$ cat config.mk
export PLATFORM = sky130hd
export DESIGN_NAME = oclib_words_to_csr_arb_flat
export DESIGN_NICKNAME = d
export VERILOG_FILES = /design/src/rtl/oclib_pkg.sv /design/src/rtl/oclib_words_to_csr_arb_if.sv /design/src/rtl/oclib_words_to_csr_arb.sv /design/src/flat_wrapper.sv
export SDC_FILE = /design/constraint.sdc
export NUM_CORES = 1
export LEC_CHECK = 0
export ABC_AREA = 1
export BUFFER_PORTS_ARGS = -buffer_cell sky130_fd_sc_hd__buf_4
export CAP_MARGIN = 20
export CORE_AREA = 2 2 166 135
export DETAILED_ROUTE_END_ITERATION = 10
export DIE_AREA = 0 0 168 137
export PLACE_DENSITY = 0.53
export SLEW_MARGIN = 5
export SYNTH_ARGS = -nofsm -noshare
export SYNTH_HDL_FRONTEND = slang
export SYNTH_SLANG_ARGS = --single-unit
$ cat constraint.sdc
create_clock -name clock -period 2 [get_ports clock]
set_input_delay 0.1 -clock clock [delete_from_list [all_inputs] [get_ports clock]]
set_output_delay 0.1 -clock clock [all_outputs]
set_load 0.1 [all_outputs]
$ cat src/rtl/oclib_pkg.sv
// Shared CSR bus payload types.
//   csr_32_s    : CSR request (address, write data, read/write strobes)
//   csr_32_fb_s : CSR feedback (read data, ready, error)
package oclib_pkg;

    typedef struct packed {
        logic [31:0] address;
        logic [31:0] wdata;
        logic        read;
        logic        write;
    } csr_32_s;

    typedef struct packed {
        logic [31:0] rdata;
        logic        ready;
        logic        error;
    } csr_32_fb_s;

endpackage

$ cat src/rtl/oclib_words_to_csr_arb_if.sv
// Bundle of the word-stream requester ports and the CSR bus of the
// multi-port word-to-CSR bridge.
//   master : the environment (requesters drive words and take responses,
//            CSR target drives feedback)
//   slave  : the bridge itself
interface oclib_words_to_csr_arb_if #(
    parameter type         CsrType   = oclib_pkg::csr_32_s,
    parameter type         CsrFbType = oclib_pkg::csr_32_fb_s,
    parameter int unsigned Ports     = 2
);

    CsrType   [Ports-1:0] wordInData;
    logic     [Ports-1:0] wordInValid;
    logic     [Ports-1:0] wordInReady;
    CsrFbType [Ports-1:0] wordOutData;
    logic     [Ports-1:0] wordOutValid;
    logic     [Ports-1:0] wordOutReady;
    CsrType               csr;
    CsrFbType             csrFb;
    logic                 timeoutEvent;

    modport master (
        output wordInData, wordInValid, wordOutReady, csrFb,
        input  wordInReady, wordOutData, wordOutValid, csr, timeoutEvent
    );

    modport slave (
        input  wordInData, wordInValid, wordOutReady, csrFb,
        output wordInReady, wordOutData, wordOutValid, csr, timeoutEvent
    );

endinterface

$ cat src/rtl/oclib_words_to_csr_arb.sv
// Multi-port word-to-CSR bridge: round-robin arbitration among Ports
// requesters, one CSR transaction in flight, bus timeout with error
// response, and local completion of null (no read, no write) requests.
//   clock : rising-edge clock
//   reset : asynchronous active-low reset
//   bus   : word request/response streams per port, CSR request bus,
//           CSR feedback bus and timeout pulse
module oclib_words_to_csr_arb #(
    parameter type         CsrType       = oclib_pkg::csr_32_s,
    parameter type         CsrFbType     = oclib_pkg::csr_32_fb_s,
    parameter int unsigned Ports         = 2,
    parameter int unsigned TimeoutCycles = 256
) (
    input  logic                     clock,
    input  logic                     reset,
    oclib_words_to_csr_arb_if.slave  bus
);

    localparam int unsigned IdxW   = (Ports > 1) ? $clog2(Ports) : 1;
    localparam int unsigned TimerW = (TimeoutCycles > 1) ? $clog2(TimeoutCycles) : 1;

    typedef enum logic [1:0] {
        StIdle,
        StWait,
        StResp
    } state_e;

    state_e              state,        stateNext;
    logic [IdxW-1:0]     lastGrant,    lastGrantNext;
    logic [IdxW-1:0]     owner,        ownerNext;
    CsrType              reqReg,       reqNext;
    logic                rdStrobe,     rdNext;
    logic                wrStrobe,     wrNext;
    CsrFbType            resp,         respNext;
    logic                respValid,    respValidNext;
    logic [TimerW-1:0]   timer,        timerNext;
    logic                timeoutPulse, timeoutNext;

    logic [IdxW-1:0]     pick;
    logic                pickValid;
    logic                accept;
    CsrType              inWord;

    // Round-robin pick: first valid port starting after the last grant.
    always_comb begin
        logic [IdxW-1:0] candIdx;
        int unsigned     cand;
        pick      = '0;
        pickValid = 1'b0;
        candIdx   = '0;
        cand      = 0;
        for (int unsigned off = 1; off <= Ports; off++) begin
            cand    = (32'(lastGrant) + off) % Ports;
            candIdx = IdxW'(cand);
            if (!pickValid && bus.wordInValid[candIdx]) begin
                pickValid = 1'b1;
                pick      = candIdx;
            end
        end
    end

    // Reset gating keeps ready low while reset is held.
    assign accept = (state == StIdle) && pickValid && reset;
    assign inWord = bus.wordInData[pick];

    always_comb begin
        for (int i = 0; i < int'(Ports); i++) begin
            bus.wordInReady[i] = accept && (pick == IdxW'(i));
        end
    end

    // Next-state and next-register logic.
    always_comb begin
        stateNext     = state;
        lastGrantNext = lastGrant;
        ownerNext     = owner;
        reqNext       = reqReg;
        rdNext        = rdStrobe;
        wrNext        = wrStrobe;
        respNext      = resp;
        respValidNext = respValid;
        timerNext     = timer;
        timeoutNext   = 1'b0;

        case (state)
            StIdle: begin
                if (accept) begin
                    reqNext   = inWord;
                    ownerNext = pick;
                    if (inWord.read || inWord.write) begin
                        rdNext    = inWord.read;
                        wrNext    = inWord.write;
                        timerNext = '0;
                        stateNext = StWait;
                    end else begin
                        // Null request completes locally without a CSR cycle.
                        respNext       = '0;
                        respNext.ready = 1'b1;
                        respValidNext  = 1'b1;
                        stateNext      = StResp;
                    end
                end
            end
            StWait: begin
                // Target ready takes priority over a coincident timeout.
                if (bus.csrFb.ready) begin
                    respNext      = bus.csrFb;
                    rdNext        = 1'b0;
                    wrNext        = 1'b0;
                    respValidNext = 1'b1;
                    stateNext     = StResp;
                end else if ((TimeoutCycles != 0) &&
                             (timer == TimerW'(TimeoutCycles - 1))) begin
                    respNext       = '0;
                    respNext.error = 1'b1;
                    respNext.ready = 1'b1;
                    rdNext         = 1'b0;
                    wrNext         = 1'b0;
                    respValidNext  = 1'b1;
                    timeoutNext    = 1'b1;
                    stateNext      = StResp;
                end else begin
                    timerNext = timer + TimerW'(1);
                end
            end
            StResp: begin
                if (bus.wordOutReady[owner]) begin
                    respValidNext = 1'b0;
                    lastGrantNext = owner;
                    stateNext     = StIdle;
                end
            end
            default: begin
                stateNext = StIdle;
            end
        endcase
    end

    // State and datapath registers.
    always_ff @(posedge clock or negedge reset) begin
        if (!reset) begin
            state        <= StIdle;
            lastGrant    <= IdxW'(Ports - 1);
            owner        <= '0;
            reqReg       <= '0;
            rdStrobe     <= 1'b0;
            wrStrobe     <= 1'b0;
            resp         <= '0;
            respValid    <= 1'b0;
            timer        <= '0;
            timeoutPulse <= 1'b0;
        end else begin
            state        <= stateNext;
            lastGrant    <= lastGrantNext;
            owner        <= ownerNext;
            reqReg       <= reqNext;
            rdStrobe     <= rdNext;
            wrStrobe     <= wrNext;
            resp         <= respNext;
            respValid    <= respValidNext;
            timer        <= timerNext;
            timeoutPulse <= timeoutNext;
        end
    end

    // CSR bus: latched request with strobes from the strobe registers.
    always_comb begin
        bus.csr       = reqReg;
        bus.csr.read  = rdStrobe;
        bus.csr.write = wrStrobe;
    end

    // Response fan-out: shared data, valid only on the owning port.
    always_comb begin
        for (int i = 0; i < int'(Ports); i++) begin
            bus.wordOutData[i]  = resp;
            bus.wordOutValid[i] = respValid && (owner == IdxW'(i));
        end
    end

    assign bus.timeoutEvent = timeoutPulse;

endmodule

$ cat src/flat_wrapper.sv
// flat-port wrapper written by rule: the top's interface ports become plain ports
module oclib_words_to_csr_arb_flat 
#(
    parameter type         CsrType       = oclib_pkg::csr_32_s,
    parameter type         CsrFbType     = oclib_pkg::csr_32_fb_s,
    parameter int unsigned Ports         = 2,
    parameter int unsigned TimeoutCycles = 256
)
  (clock, reset, bus_wordInData, bus_wordInValid, bus_wordOutReady, bus_csrFb, bus_wordInReady, bus_wordOutData, bus_wordOutValid, bus_csr, bus_timeoutEvent);
  oclib_words_to_csr_arb_if #(.CsrType(CsrType), .CsrFbType(CsrFbType), .Ports(Ports)) bus_i ();
  input  logic clock;
  input  logic reset;
  input wire logic [$bits(bus_i.wordInData)-1:0] bus_wordInData;
  input wire logic [$bits(bus_i.wordInValid)-1:0] bus_wordInValid;
  input wire logic [$bits(bus_i.wordOutReady)-1:0] bus_wordOutReady;
  input wire logic [$bits(bus_i.csrFb)-1:0] bus_csrFb;
  output wire logic [$bits(bus_i.wordInReady)-1:0] bus_wordInReady;
  output wire logic [$bits(bus_i.wordOutData)-1:0] bus_wordOutData;
  output wire logic [$bits(bus_i.wordOutValid)-1:0] bus_wordOutValid;
  output wire logic [$bits(bus_i.csr)-1:0] bus_csr;
  output wire logic [$bits(bus_i.timeoutEvent)-1:0] bus_timeoutEvent;
  assign bus_i.wordInData = bus_wordInData;
  assign bus_i.wordInValid = bus_wordInValid;
  assign bus_i.wordOutReady = bus_wordOutReady;
  assign bus_i.csrFb = bus_csrFb;
  assign bus_wordInReady = bus_i.wordInReady;
  assign bus_wordOutData = bus_i.wordOutData;
  assign bus_wordOutValid = bus_i.wordOutValid;
  assign bus_csr = bus_i.csr;
  assign bus_timeoutEvent = bus_i.timeoutEvent;
  oclib_words_to_csr_arb #(.CsrType(CsrType), .CsrFbType(CsrFbType), .Ports(Ports), .TimeoutCycles(TimeoutCycles)) u_core (.clock(clock), .reset(reset), .bus(bus_i));
endmodule
==> results.cfg, run 1 <==
[run_status]
status = finished clean

[finish]
fin_area_sq_mm = 0.00996
layout_commonest_cell = buf_4
final_layout_size_suffix_gt1_frac = 0.349
fin_nets = 1222
num-fill-cells = 1997
syn2layout_area_growth_pct = 89.7
mostFrequentLayoutCells = 317 x buf_4, 279 x nand2_1, 165 x dlygate4sd3_1
regArea_sq_mm = 0.00285
diodes = 0
multiInputGateArea_sq_mm = 0.00193

[floorplan]
dieWidth_microns = 168
num_rows = 48
die_h_microns = 137
die-area_sq_mm = 0.0230
initial_core_util = 0.246
pin_count = 311
core_area_sq_mm = 0.0213

[synthesis]
ys_seq_area_frac = 0.543
synthesis.area_sq_mm = 0.00525
yosys.area.top_type = dfrtp_1
yosysUniqueCellTypes = 28
yosysWarnings = 0
async_flop_share = 1.00
syn_area_per_cell_sq_um = 8.70
synthFlopType = dfrtp_1
synthCells = 604
ys_ff_latch = 114
synth_top_cells_by_area = dfrtp_1 54%, nand2_1 20%, a22oi_1 9.1%
syn_nets = 777
synth-edff-count = 0
netlist.area_leader.share = 0.538

[setup_path]
required_ns = 2.30
path_buf_inv = 0
cpLargestDelayFamily = simple AND/OR/NAND/NOR gates
regToRegSetupSlack_ns = 0.15
critPathKind = flop to flop
arrival_ns = 2.15
reg2reg_depth = 9
crit_path_top_delay_cell = dfstp_2
endpoint_kind = flop
r2r_end = u_core.bus.wordOutData[16]
path_cells = nand2_1 > nand2_1 > nand2_1 > nand2_1 > nand2_1 > nand2_1 > nand3_4 > nand2_1 > nand2_1
worst_path_most_repeated_cell = nand2_1
path_max_fanout = 18
critPathLaunchType = flop
max_stage_delay_ns = 0.52
r2r-start = u_core.lastGrant
crit_cells = 9

[route]
first_pass_iters = 4
drtAntennaViolNets = 0
route.detailed.drc = 0
avgViaCountPerCell = 4.34
wire_per_inst_microns = 14.9
vias = 5786
drt_wl_total_microns = 19900
drt_iter0_markers = 331

[clock_tree]
cts_tree = yes
clk_pin_slew_ns = 0.05
clock-root-buffer = clkbuf_16
clk_latency_ns = 0.42
h-tree-depth = 4
cts-buffers-inserted = 17
clock-sinks = 114
cts_buffer_depth = 2

[global_routing]
grt_max_degree = 115
antenna_found_initial = 0
grt_pass1_vias = 5713
track_usage = 0.167
grt_pass1_wl_microns = 30100
grt-ovfl-total = 0

[sta]
report.final.slew_viol_count = 0
rsz0062_at_grt = no
slew_headroom = 0.482
tightest_slew_ns = 0.777
finalCritPeriodShare = 0.925
fin_skew_ns = 0.0289
period_minus_slack_ns = 1.85
setup_viol = 0
finalHoldViolCount = 0
fmax_ghz = 0.541
final.setup.tns_ns = 0

[min_path]
holdCritStartpoint = bus_wordInValid[1]
whs_path_depth = 6
holdPathEnd = u_core.wrStrobe
hold_path.class = input pin to flop

[flow_run]
cap_viol_max_count = 0

[placement]
gp_congestion = 0.781
dp.final_hpwl_microns = 12900
port_buffers = 310
placed_area_sq_mm = 0.00767
metal layers:
layer / vias to the layer above / global-route usage / wire length (microns)
met5: - / 0 / 0
met4: 0 / 0.0541 / 366
met3: 25 / 0.0628 / 1740
met2: 271 / 0.270 / 9340
met1: 2675 / 0.206 / 8400
li1: 2815 / - / -
synth_stat cells, types with 4 or more instances:
cell,instances
o21ai_0,4
a22oi_1,64
inv_1,18
buf_6,4
nor2_1,20
buf_2,16
clkbuf_1,7
nand2_2,5
nand2_1,280
buf_4,36
dfrtp_1,113
nand3_1,18
sequential cells by signal, summed over array words and instances (netlist names):
signal / cells
u_core.bus.csr: 64
u_core.bus.timeoutEvent: 1
u_core.bus.wordOutData: 34
u_core.lastGrant: 1
u_core.owner: 1
u_core.rdStrobe: 1
u_core.respValid: 1
u_core.state: 2
u_core.timer: 8
u_core.wrStrobe: 1
cells by family (layout without fill, tap and decap cells):
kind of cell	after synthesis	count (layout)	share of synthesized area
AO/OA/AOI/OAI	73	73	0.104
adder cells (fa/ha/maj)	1	1	0.00238
flip-flops	114	114	0.543
AND/OR/NAND/NOR	331	332	0.253
buffers and inverters	84	538	0.0958
XOR/XNOR	1	1	0.00167
worst max-delay path by stage:
stage,startpoint,slack (ns),end
4_1_cts,u_core.lastGrant,0.04,bus_wordInReady[0]
3_3_place_gp,u_core.lastGrant,0.18,u_core.bus.wordOutData[25]
2_1_floorplan,u_core.owner,0.24,bus_wordOutValid[0]
3_5_place_dp,u_core.lastGrant,0.11,u_core.bus.wordOutData[9]
5_1_grt,u_core.lastGrant,0.006,u_core.bus.wordOutData[8]
6_report,u_core.lastGrant,0.15,u_core.bus.wordOutData[16]
cell type report:
class / count / area share
inverters: 20 / 0.00779
well taps: 275 / 0.0345
clock buffers: 19 / 0.0434
repair buffers: 489 / 0.418
flip-flops and latches: 114 / 0.286
clock inverters: 10 / 0.0163
multi-input cells: 407 / 0.194
worst reg2reg max path, delay by kind of cell (launching register included):
family	cells	cell delay (ns)
DFF	1	0.52
and+or+nand+nor	9	1.22
what timing repair did:
action	4_1_cts	5_1_grt
pin swaps	1	1
hold buffers	165	0
cloned	0	1
gates resized for setup	0	2
setup buffers	1	1
endpoints found under the hold margin	213	0
setup endpoints to repair	1	34
stage by stage:
stage / worst slack, ns / instances / utilization / hold WS, ns
after floorplan: 0.243 / 604 / - / -0.196
after global placement: 0.181 / 1137 / 0.360 / 0.286
after detailed placement: 0.110 / 1137 / 0.360 / 0.288
after CTS: 0.0363 / 1332 / 0.465 / 0.172
after global routing: 0.00566 / 1334 / 0.467 / 0.221
final: 0.151 / 1334 / 0.467 / 0.205
Power of run 1 is not shown: default switching activity piles up to over one toggle a cycle in this logic, so the estimate is an artifact.
==> run 2, diff against run 1 <==
--- a/config.mk
+++ b/config.mk
@@ -11,7 +11,7 @@
 export CORE_AREA = 2 2 166 135
 export DETAILED_ROUTE_END_ITERATION = 10
 export DIE_AREA = 0 0 168 137
-export PLACE_DENSITY = 0.53
+export PLACE_DENSITY = 0.49
 export SLEW_MARGIN = 5
 export SYNTH_ARGS = -nofsm -noshare
 export SYNTH_HDL_FRONTEND = slang
==> constraint.sdc (replaced) <==
create_clock -name clock -period 1.6 [get_ports clock]
set_input_delay 0.08 -clock clock [delete_from_list [all_inputs] [get_ports clock]]
set_output_delay 0.08 -clock clock [all_outputs]
set_load 0.1 [all_outputs]
==> run 2 against run 1 <==
Effect of this change: the flow now finishes with violations (setup timing); highest routed layer unchanged; routed wire length grew 3.2%; sequential share of layout area shrank 1.4 points; non-clock buffer count grew 28; first-iteration DRC count shrank 13%; clock-buffer cell count grew 1.
==> results.cfg, run 2 (synthesized netlist as in run 1, its figures left out) <==
[run_status]
status = complete, but fails checks
violations = setup timing

[clock_tree]
clock-root-buffer = clkbuf_16
clk_latency_ns = 0.41
clk_pin_slew_ns = 0.06
cts-buffers-inserted = 17
clock-sinks = 114
h-tree-depth = 4
cts_tree = yes
cts_buffer_depth = 2

[finish]
final_layout_size_suffix_gt1_frac = 0.405
mostFrequentLayoutCells = 336 x buf_4, 247 x nand2_1, 164 x dlygate4sd3_1
final_util = 0.491
fin_area_sq_mm = 0.0105
num-fill-cells = 2005
layout_commonest_cell = buf_4
syn2layout_area_growth_pct = 99.3
regArea_sq_mm = 0.00286
multiInputGateArea_sq_mm = 0.00209
largest_reg_flops = 64
fin_nets = 1251

[route]
drtAntennaViolNets = 0
route.detailed.drc = 0
avgViaCountPerCell = 4.34
drt_iter0_markers = 289
first_pass_iters = 4
vias = 5920
wire_per_inst_microns = 15.0
drt_wl_total_microns = 20500

[global_routing]
grt-ovfl-total = 0
grt_pass1_vias = 6144
antenna_found_initial = 0
grt_max_degree = 115
track_usage = 0.171
grt_pass1_wl_microns = 31000

[flow_run]
cap_viol_max_count = 0

[floorplan]
pin_count = 311
die_h_microns = 137
die-area_sq_mm = 0.0230
core_area_sq_mm = 0.0213
initial_core_util = 0.246
num_rows = 48
dieWidth_microns = 168

[sta]
period_minus_slack_ns = 1.69
finalHoldViolCount = 0
report.final.slew_viol_count = 0
whs_ns = 0.0179
final.setup.tns_ns = -2.11
tightest_slew_ns = 0.777
setup_slack_ns = -0.0883
setup_viol = 29
finalCritPeriodShare = 1.06
rsz0062_at_grt = yes
fin_skew_ns = 0.0135
slew_headroom = 0.482
fmax_ghz = 0.592

[setup_path]
crit_start = u_core.timer[0]
path_cells = ha_2 > nand2_2 > nor2_2 > nand2_2 > a21oi_4 > nand3_4 > clkbuf_16 > nand2_1 > nand2_1
crit_path_top_delay_cell = dfrtp_1
arrival_ns = 1.98
reg2reg_depth = 9
r2r-start = u_core.timer[0]
regToRegSetupSlack_ns = -0.09
max_stage_delay_ns = 0.36
path_max_fanout = 6
r2r_end = u_core.bus.wordOutData[26]
critPathKind = flop to flop
endpoint_kind = flop
critPathLaunchType = flop
required_ns = 1.89

[min_path]
holdCritStartpoint = bus_wordOutReady[0]
holdPathEnd = u_core.state[1]
hold_path.class = input pin to flop
whs_path_depth = 4

[placement]
dp.final_hpwl_microns = 13100
placed_area_sq_mm = 0.00784
port_buffers = 310
gp_congestion = 0.782
==> run 2: how the worst max path moves through the flow <==
stage                     slack [ns]                    endpoint  cells past startpoint
after floorplan                0.001           u_core.bus.csr[2]                      6
after global placement          0.02          u_core.bus.csr[17]                      6
after detailed placement       0.007          u_core.bus.csr[26]                      6
after CTS                      -0.14          bus_wordInReady[0]                      7
after global routing           -0.22  u_core.bus.wordOutData[16]                      9
final                          -0.09  u_core.bus.wordOutData[26]                      9
==> run 2: worst max-delay path: cells and delay by family (launching register included) <==
| kind | cells | cell delay (ns) |
|---|---|---|
| compound gates | 1 | 0.21 |
| flops | 1 | 0.36 |
| fa+ha+maj | 1 | 0.19 |
| buf+inv | 1 | 0.22 |
| simple gates | 6 | 0.58 |
==> run 2: layout make-up <==
class / count / area share
clock inverter: 10 / 0.0129
sequential: 114 / 0.273
antenna: 1 / 0.000239
clock buffer: 20 / 0.0436
tap: 275 / 0.0329
inverter: 20 / 0.00765
multi-input combinational: 408 / 0.200
timing repair buffer: 517 / 0.430
==> run 2: per-layer routing <==
metal,wire (microns),part of all wire,up-vias,global-route usage
met4,426,0.021,0,0.0638
met5,0,0,-,0
met3,1520,0.074,31,0.0573
li1,-,-,2874,-
met2,9910,0.48,242,0.292
met1,8640,0.42,2773,0.202
==> run 2: repair_timing <==
action / CTS / global route
gates resized for setup: 15 / 45
hold buffers: 164 / 0
pin swaps: 4 / 18
endpoints found under the setup margin: 4 / 81
endpoints found under the hold margin: 212 / 0
buffers inserted: 2 / 7
cloned: 0 / 6
==> run 2: metrics by stage <==
step | setup WS (ns) | std cells
floorplan | 0.00116 | 604
global placement | 0.0174 | 1155
detailed placement | 0.00659 | 1155
CTS | -0.142 | 1351
global route | -0.215 | 1364
finish | -0.0883 | 1365
Power of run 2 is left out for the same reason.
==> run 3, diff against run 2 <==
--- a/config.mk
+++ b/config.mk
@@ -11,7 +11,9 @@
 export CORE_AREA = 2 2 166 135
 export DETAILED_ROUTE_END_ITERATION = 10
 export DIE_AREA = 0 0 168 137
+export MAX_ROUTING_LAYER = met4
 export PLACE_DENSITY = 0.49
+export SKIP_CTS_REPAIR_TIMING = 1
 export SLEW_MARGIN = 5
 export SYNTH_ARGS = -nofsm -noshare
 export SYNTH_HDL_FRONTEND = slang
==> run 3 against run 2 <==
Effect of this change: the run still ends with setup timing left; global-route usage fell by 1.5 points; register-to-register slack improved by 0.02 ns; setup slack got worse by 0.0054 ns; die area did not move; routed wire length increased by 2.4%; utilization grew 0.97 points; clock-buffer cell count unchanged; critical endpoint is now bus_wordInReady[0].
==> results.cfg, run 3 (synthesized netlist as in run 1, its figures left out) <==
[run_status]
status = complete, but fails checks
violations = setup timing

[floorplan]
initial_core_util = 0.246
num_rows = 48
core_area_sq_mm = 0.0213
dieWidth_microns = 168
die-area_sq_mm = 0.0230
pin_count = 311
die_h_microns = 137

[setup_path]
r2r-start = u_core.timer[0]
crit_path_top_delay_cell = dfstp_2
cpLargestDelayFamily = flip-flops
path_cells = nand2_4 > nand2_4 > buf_6 > inv_4 > nor2_4 > buf_6 > buf_12
endpoint_kind = output pin
path_buf_inv = 4
regToRegSetupSlack_ns = -0.07
critPathLaunchType = flop
critPathKind = flop to output pin
r2r_end = u_core.bus.wordOutData[9]
max_stage_delay_ns = 0.55
reg2reg_depth = 9
required_ns = 1.52
arrival_ns = 1.61
path_max_fanout = 4

[sta]
finalCritPeriodShare = 1.06
setup_viol = 29
period_minus_slack_ns = 1.69
report.final.slew_viol_count = 0
fmax_ghz = 0.590
fin_skew_ns = 0.0131
finalHoldViolCount = 0
rsz0062_at_grt = yes
setup_slack_ns = -0.0937
tightest_slew_ns = 0.644
slew_headroom = 0.570

[placement]
post-place-ws_ns = 0.00659
dp.cells = 1155
gp_congestion = 0.793
port_buffers = 310
dp.final_hpwl_microns = 13100

[finish]
layout_commonest_cell = buf_4
diodes = 0
layoutNonFillerInstCount = 1372
syn2layout_area_growth_pct = 103
largest_reg_flops = 64
mostFrequentLayoutCells = 341 x buf_4, 224 x nand2_1, 164 x dlygate4sd3_1
fin_nets = 1259
num-fill-cells = 1955
final_layout_size_suffix_gt1_frac = 0.429

[route]
wire_per_inst_microns = 15.3
route.detailed.drc = 0
drt_iter0_markers = 264
vias = 5993
drt_wl_total_microns = 21000
first_pass_iters = 5
drtAntennaViolNets = 0
avgViaCountPerCell = 4.37

[global_routing]
antenna_found_initial = 0
grt-ovfl-total = 0
grt_max_degree = 115
track_usage = 0.157
grt_pass1_wl_microns = 27000
grt_pass1_vias = 5130

[clock_tree]
h-tree-depth = 4
cts_tree = yes
clock-root-buffer = clkbuf_16
cts_buffer_depth = 2
cts-buffers-inserted = 17
clk_latency_ns = 0.41
clock-sinks = 114
clk_pin_slew_ns = 0.05

[min_path]
hold_path.class = input pin to flop
holdCritStartpoint = bus_wordOutReady[0]
whs_path_depth = 4
holdPathEnd = u_core.state[1]

[flow_run]
cap_viol_max_count = 0
-- run 3: final cells by class --
cell class | instances | area (sq um) | area share
clock buffer | 20 | 457 | 0.0428
tap | 275 | 344 | 0.0322
sequential | 114 | 2860 | 0.267
multi-input combinational | 408 | 2240 | 0.209
inverter | 20 | 80.1 | 0.00750
clock inverter | 10 | 135 | 0.0127
timing repair buffer | 525 | 4570 | 0.428
-- run 3: how the worst max path moves through the flow --
| stage | start | slack [ns] | to | depth (start not counted) |
|---|---|---|---|---|
| after detailed placement | u_core.state[0] | 0.007 | u_core.bus.csr[26] | 6 |
| after global routing | u_core.timer[0] | -0.18 | u_core.bus.wordOutData[15] | 9 |
| final | u_core.lastGrant | -0.09 | bus_wordInReady[0] | 7 |
| after floorplan | u_core.state[0] | 0.001 | u_core.bus.csr[2] | 6 |
| after global placement | u_core.state[0] | 0.02 | u_core.bus.csr[17] | 6 |
| after CTS | u_core.lastGrant | -0.41 | bus_wordInReady[0] | 7 |
-- run 3: per-stage QoR --
step | area (sq um) | util | setup TNS (ns) | hold WS [ns]
floorplan | 5260 | - | 0 | -0.216
global placement | 7840 | 0.368 | 0 | 0.280
detailed placement | 7840 | 0.368 | 0 | 0.283
CTS | 8440 | 0.396 | -0.705 | -0.157
global route | 10700 | 0.501 | -4.98 | 0.00848
finish | 10700 | 0.501 | -1.50 | 0.00279
-- run 3: tightest hold or removal path, stage by stage --
cell and delay, ns:
buf_4 0.08, nand2_1 0.06, nand2_1 0.09, o21ai_1 0.06
-- run 3: metal layers --
| layer | vias up | track usage | wire (microns) |
|---|---|---|---|
| met5 | - | - | 0 |
| met4 | 0 | 0.0391 | 280 |
| met3 | 26 | 0.0567 | 1710 |
| met2 | 269 | 0.252 | 10500 |
| met1 | 2809 | 0.188 | 8480 |
| li1 | 2889 | - | - |
Power of run 3 is left out for the same reason.
